==> src/rtl/pc_sequencer.sv <==
// Program-counter stage with overflow trap, flush window and halt.
// Optional macro PC_BRANCH_STATS_EN adds a saturating taken-branch counter.
module pc_sequencer #(
  parameter logic [7:0] RESET_PC     = 8'h00,
  parameter logic [7:0] EXC_VECTOR   = 8'hF0,
  parameter int         FLUSH_CYCLES = 2
) (
  input  logic       clk,
  input  logic       reset,
  input  logic       stall,
  input  logic       take_branch,
  input  logic [7:0] branch_off,
  input  logic       jump,
  input  logic [7:0] jump_target,
  input  logic       ovf,
  input  logic       ovf_check,
  input  logic       eret,
  input  logic       halt_req,
  output logic [7:0] pc,
  output logic [7:0] epc,
  output logic       in_exc,
  output logic       flushing,
  output logic       halted,
`ifdef PC_BRANCH_STATS_EN
  output logic [7:0] branch_count,
`endif
  output logic [1:0] dbg_state
);

  typedef enum logic [1:0] {
    S_RUN   = 2'd0,
    S_FLUSH = 2'd1,
    S_HALT  = 2'd2
  } state_t;

  localparam logic [7:0] FLUSH_LOAD = 8'(FLUSH_CYCLES - 1);

  state_t     state_q, state_d;
  logic [7:0] pc_q, pc_d;
  logic [7:0] epc_q, epc_d;
  logic       in_exc_q, in_exc_d;
  logic [7:0] cnt_q, cnt_d;
  logic       flushing_q, halted_q;
  logic       br_taken;
  logic       trap_hit;

  assign trap_hit = ovf && ovf_check;

  always_comb begin
    state_d  = state_q;
    pc_d     = pc_q;
    epc_d    = epc_q;
    in_exc_d = in_exc_q;
    cnt_d    = cnt_q;
    br_taken = 1'b0;
    case (state_q)
      S_RUN: begin
        if (halt_req) begin
          state_d = S_HALT;
        end else if (stall) begin
          state_d = S_RUN;
        end else if (trap_hit && !in_exc_q) begin
          epc_d    = pc_q;
          pc_d     = EXC_VECTOR;
          in_exc_d = 1'b1;
          cnt_d    = FLUSH_LOAD;
          state_d  = S_FLUSH;
        end else if (trap_hit) begin
          state_d = S_HALT;
        end else if (eret && in_exc_q) begin
          pc_d     = epc_q + 8'd1;
          in_exc_d = 1'b0;
        end else if (eret) begin
          pc_d = pc_q + 8'd1;
        end else if (jump) begin
          pc_d = jump_target;
        end else if (take_branch) begin
          // 8-bit add wraps, so sign extension of the offset is implicit.
          pc_d     = pc_q + 8'd1 + branch_off;
          br_taken = 1'b1;
        end else begin
          pc_d = pc_q + 8'd1;
        end
      end
      S_FLUSH: begin
        if (halt_req) begin
          state_d = S_HALT;
        end else if (!stall) begin
          if (cnt_q == 8'd0) state_d = S_RUN;
          else               cnt_d   = cnt_q - 8'd1;
        end
      end
      S_HALT: begin
        state_d = S_HALT;
      end
      default: begin
        state_d = S_HALT;
      end
    endcase
  end

  always_ff @(posedge clk) begin
    if (reset) begin
      state_q    <= S_RUN;
      pc_q       <= RESET_PC;
      epc_q      <= 8'h00;
      in_exc_q   <= 1'b0;
      cnt_q      <= 8'd0;
      flushing_q <= 1'b0;
      halted_q   <= 1'b0;
    end else begin
      state_q    <= state_d;
      pc_q       <= pc_d;
      epc_q      <= epc_d;
      in_exc_q   <= in_exc_d;
      cnt_q      <= cnt_d;
      flushing_q <= (state_d == S_FLUSH);
      halted_q   <= (state_d == S_HALT);
    end
  end

`ifdef PC_BRANCH_STATS_EN
  logic [7:0] br_cnt_q, br_cnt_d;

  always_comb begin
    br_cnt_d = br_cnt_q;
    if (br_taken && br_cnt_q != 8'hFF) br_cnt_d = br_cnt_q + 8'd1;
  end

  always_ff @(posedge clk) begin
    if (reset) br_cnt_q <= 8'h00;
    else       br_cnt_q <= br_cnt_d;
  end

  assign branch_count = br_cnt_q;
`else
  logic unused_br;
  assign unused_br = br_taken;
`endif

  assign pc        = pc_q;
  assign epc       = epc_q;
  assign in_exc    = in_exc_q;
  assign flushing  = flushing_q;
  assign halted    = halted_q;
  assign dbg_state = state_q;

endmodule
==> config.mk <==
export PLATFORM = sky130hd
export DESIGN_NAME = pc_sequencer
export DESIGN_NICKNAME = d
export VERILOG_FILES = /design/src/rtl/pc_sequencer.sv
export SDC_FILE = /design/constraint.sdc
export NUM_CORES = 1
export LEC_CHECK = 0
export BUFFER_PORTS_ARGS = -buffer_cell sky130_fd_sc_hd__buf_4
export CORE_ASPECT_RATIO = 1.25
export CORE_MARGIN = 4
export CORE_UTILIZATION = 54
export DETAILED_ROUTE_END_ITERATION = 12
export PLACE_DENSITY = 0.87
export SYNTH_ARGS = -nofsm -noshare
export SYNTH_HDL_FRONTEND = slang
export SYNTH_SLANG_ARGS = --single-unit
==> constraint.sdc <==
create_clock -name clk -period 3.1 [get_ports clk]
set_clock_uncertainty 0.2 [all_clocks]
set_input_delay 0.31 -clock clk [delete_from_list [all_inputs] [get_ports clk]]
set_output_delay 0.31 -clock clk [all_outputs]
set_load 0.005 [all_outputs]
==> flow_summary_export.csv <==
group,metric,value,unit
outcome,run_status,"complete, no violations",
timing,slew_viol_final,0,
logic_synthesis,synth_top_flop_cell,"dfxtp_1",
logic_synthesis,synthDominantCellAreaShare,28.10,%
clock_tree,cts_inserted_buffers,5,
logic_synthesis,post_synth.cell_area_avg,7.915,um^2
placed_design,placed_cells_incl_taps,340,
detailed_routing,detail_route.drc_violations,0,
layout,number_of_inserted_diodes,0,
logic_synthesis,area_of_the_mapped_netlist,2066,um^2
logic_synthesis,netlist.top_cell.by_area,"dfxtp_1",
detailed_routing,detailedRoute.firstIterationViolations,232,
clock_tree,clock_sink_count,29,
detailed_routing,via_per_inst,6.112,
worst_setup_path,worst-endpoint-required,3080,ps
die,starting_density,57.81,%
clock_tree,cts-resized-gates,0,
worst_setup_path,cp.arrival,2920,ps
run,timing.max_cap.violations,0,
grt,overflow_left_after_global_routing,0,
grt,grt_max_degree,25,
min_path,timing.hold.worst.class,"in -> reg",
worst_setup_path,timing.rr.start,"pc[1]$_SDFFE_PP0P_",
timing,finalCritPeriodShare,94.54,%
layout,layout.cells.most_common,"buf_4",
timing,slew_of_the_pin_with_the_lowest_slew_margin,529.9,ps
power,power_per_cell_area,363.4,nW/um^2
clock_tree,ctsLongestPathBuffers,2,
layout,fin_area,2524,um^2
timing,setup_total_negative_slack,0,ps
timing,maxClockFrequency,0.3412,GHz
clock_tree,clock_insertion_delay_worst_skew,290,ps
clock_tree,cts.repair_timing.setup_buffer_count,0,
min_path,hold_start,"halt_req",
grt,gr-usage-all-layers,23.71,%
detailed_routing,routed-via-count,2127,
worst_setup_path,worstSetupStartpoint,"pc[1]$_SDFFE_PP0P_",
logic_synthesis,synth-seq-cells,29,
logic_synthesis,synthTopCellsByArea,"dfxtp_1, ha_1, nor2_1, nand3_1, xor2_1",
die,die_area,4885,um^2
placed_design,dp.final_hpwl,4.118,mm
detailed_routing,wire_per_inst,15.89,um
worst_setup_path,worst-r2r-setup-slack,170,ps
placed_design,port-buffer-count,45,
die,io_pins,46,
timing,timing.final.ws_setup,169.2,ps
die,die_height,77.15,um
layout,area_growth,22.17,%
grt,antenna_found_initial,0,
layout,share_of_layout_cells_above_drive_strength_1,22.33,%
timing,final-hold-violation-count,0,
logic_synthesis,synth_async_sr_flop_share,0,%
detailed_routing,route.antenna.remaining_nets,0,
logic_synthesis,synth-edff-count,0,
logic_synthesis,synth.lib_cells_used.distinct,54,
logic_synthesis,yosysSeqAreaShare,28.10,%
grt,global_route_wire_length_before_repair,9.335,mm
layout,most_used_cells_in_the_layout_excluding_fill_and_tap_cells,"buf_4, nor2_1, dfxtp_1",
clock_tree,cts-htree-levels,2,
layout,nNetsFinal,345,
layout,layout.cells.non_filler,348,
clock_tree,tritoncts_clock_tree,"done",
die,rows,24,
die,core_area,3573,um^2
logic_synthesis,mappedNetlistNets,298,
timing,worst_slew_margin_rel,64.55,%
grt,number_of_global_route_vias_before_repair,2094,
power,power.leakage,1.039,nW
placed_design,pre_cts_slack,197.8,ps
clock_tree,clk_transition_reported_paths,70,ps
detailed_routing,drt-total-wl,5.531,mm
timing,grt_setup_unrepaired,"false",
power,ir_drop,0.0002211,V
worst_setup_path,critical_path.startpoint_type,"register",
clock_tree,cts_hold_buf,0,
placed_design,gp_congestion,0.9589,
worst_setup_path,setup.worst_path.class,"reg -> reg",
timing,setup-violations-final,0,
logic_synthesis,synth-warning-count,0,
logic_synthesis,synthCells,261,
timing,final.min_clock_period,2931,ps
clock_tree,clock-root-buffer,"clkbuf_8",
die,die_width,63.32,um
detailed_routing,number_of_iterations_in_the_first_detailed_routing_pass,4,
worst_setup_path,timing.critical_path.to_type,"register",
worst_setup_path,path_max_fanout,7,
layout,finalCoreUtilization,70.62,%
placed_design,placement.cell_area,2435,um^2
-- sequential cells by signal, summed over array words and instances (netlist names) --
signal     flops
cnt_q          8
epc            8
pc             8
dbg_state      2
flushing       1
halted         1
in_exc         1
-- synthesized netlist by cell type (6+ instances only) --
master and n:
a21oi_1 14, nand3_1 23, dfxtp_1 29, nand2_1 24, xor2_1 12, inv_1 12, nor2_1 31, ha_1 11
nor3_1 7, o21ai_0 9, clkbuf_1 6, xnor2_1 10
-- metal layers --
metal / global-route usage (%) / wire length [um] / up-vias
met5: 0 / 0 / -
met4: 11.02 / 173 / 0
met3: 6.871 / 391 / 20
met2: 42.84 / 2879 / 97
met1: 24.78 / 2087 / 978
li1: - / - / 1032
-- worst paths after layout --
| kind | cells after the start | end |
|---|---|---|
| worst min-delay path | 2 | flushing$_SDFF_PP0_ |
| worst min register to register | 2 | epc[7]$_SDFFE_PP0P_ |
| worst max register to register | 11 | pc[7]$_SDFFE_PP0P_ |
| worst max-delay path | 11 | pc[7]$_SDFFE_PP0P_ |
-- power breakdown --
part           total, mW  switching (mW)  internal [mW]
clock network      0.312           0.157          0.155
logic              0.205           0.108         0.0966
registers          0.400          0.0149          0.385
total              0.917           0.280          0.637
-- critical path, stage by stage (launching register included) --
cell and delay [ps]:
dfxtp_1 430, ha_1 250, nand3_1 100, xor2_1 190
inv_1 100, ha_1 330, and3_1 200, a221o_1 360
nor3b_1 170, o31ai_2 270, xnor2_1 140, o21ai_1 80
-- metrics by stage --
stage | power, mW | hold slack, ps
2_1_floorplan | 0.5337 | 201.5
3_3_place_gp | 0.6029 | 273.7
3_5_place_dp | 0.6083 | 291.3
4_1_cts | 0.9123 | 47.29
5_1_grt | 0.9619 | 45.76
6_report | 0.9171 | 47.47
-- kinds of logic after synthesis --
| logic type | after synthesis | share of synthesized area (%) |
|---|---|---|
| AND/OR/NAND/NOR | 114 | 27.74 |
| AO/OA/AOI/OAI | 56 | 19.50 |
| flip-flops | 29 | 28.10 |
| buffers and inverters | 23 | 5.209 |
| XOR/XNOR | 22 | 9.327 |
| adder cells (fa/ha/maj) | 12 | 7.632 |
| multiplexers | 5 | 2.483 |
-- cell type report --
cell class | instances | area [um^2]
Tap cell | 39 | 48.80
Fill cell | 312 | 1050
Timing Repair Buffer | 51 | 382.9
Inverter | 12 | 45.04
Clock inverter | 2 | 10.01
Clock buffer | 6 | 72.57
Sequential cell | 29 | 580.6
Multi-Input combinational cell | 209 | 1384
No activity file was read; power rests on OpenSTA's default activity.
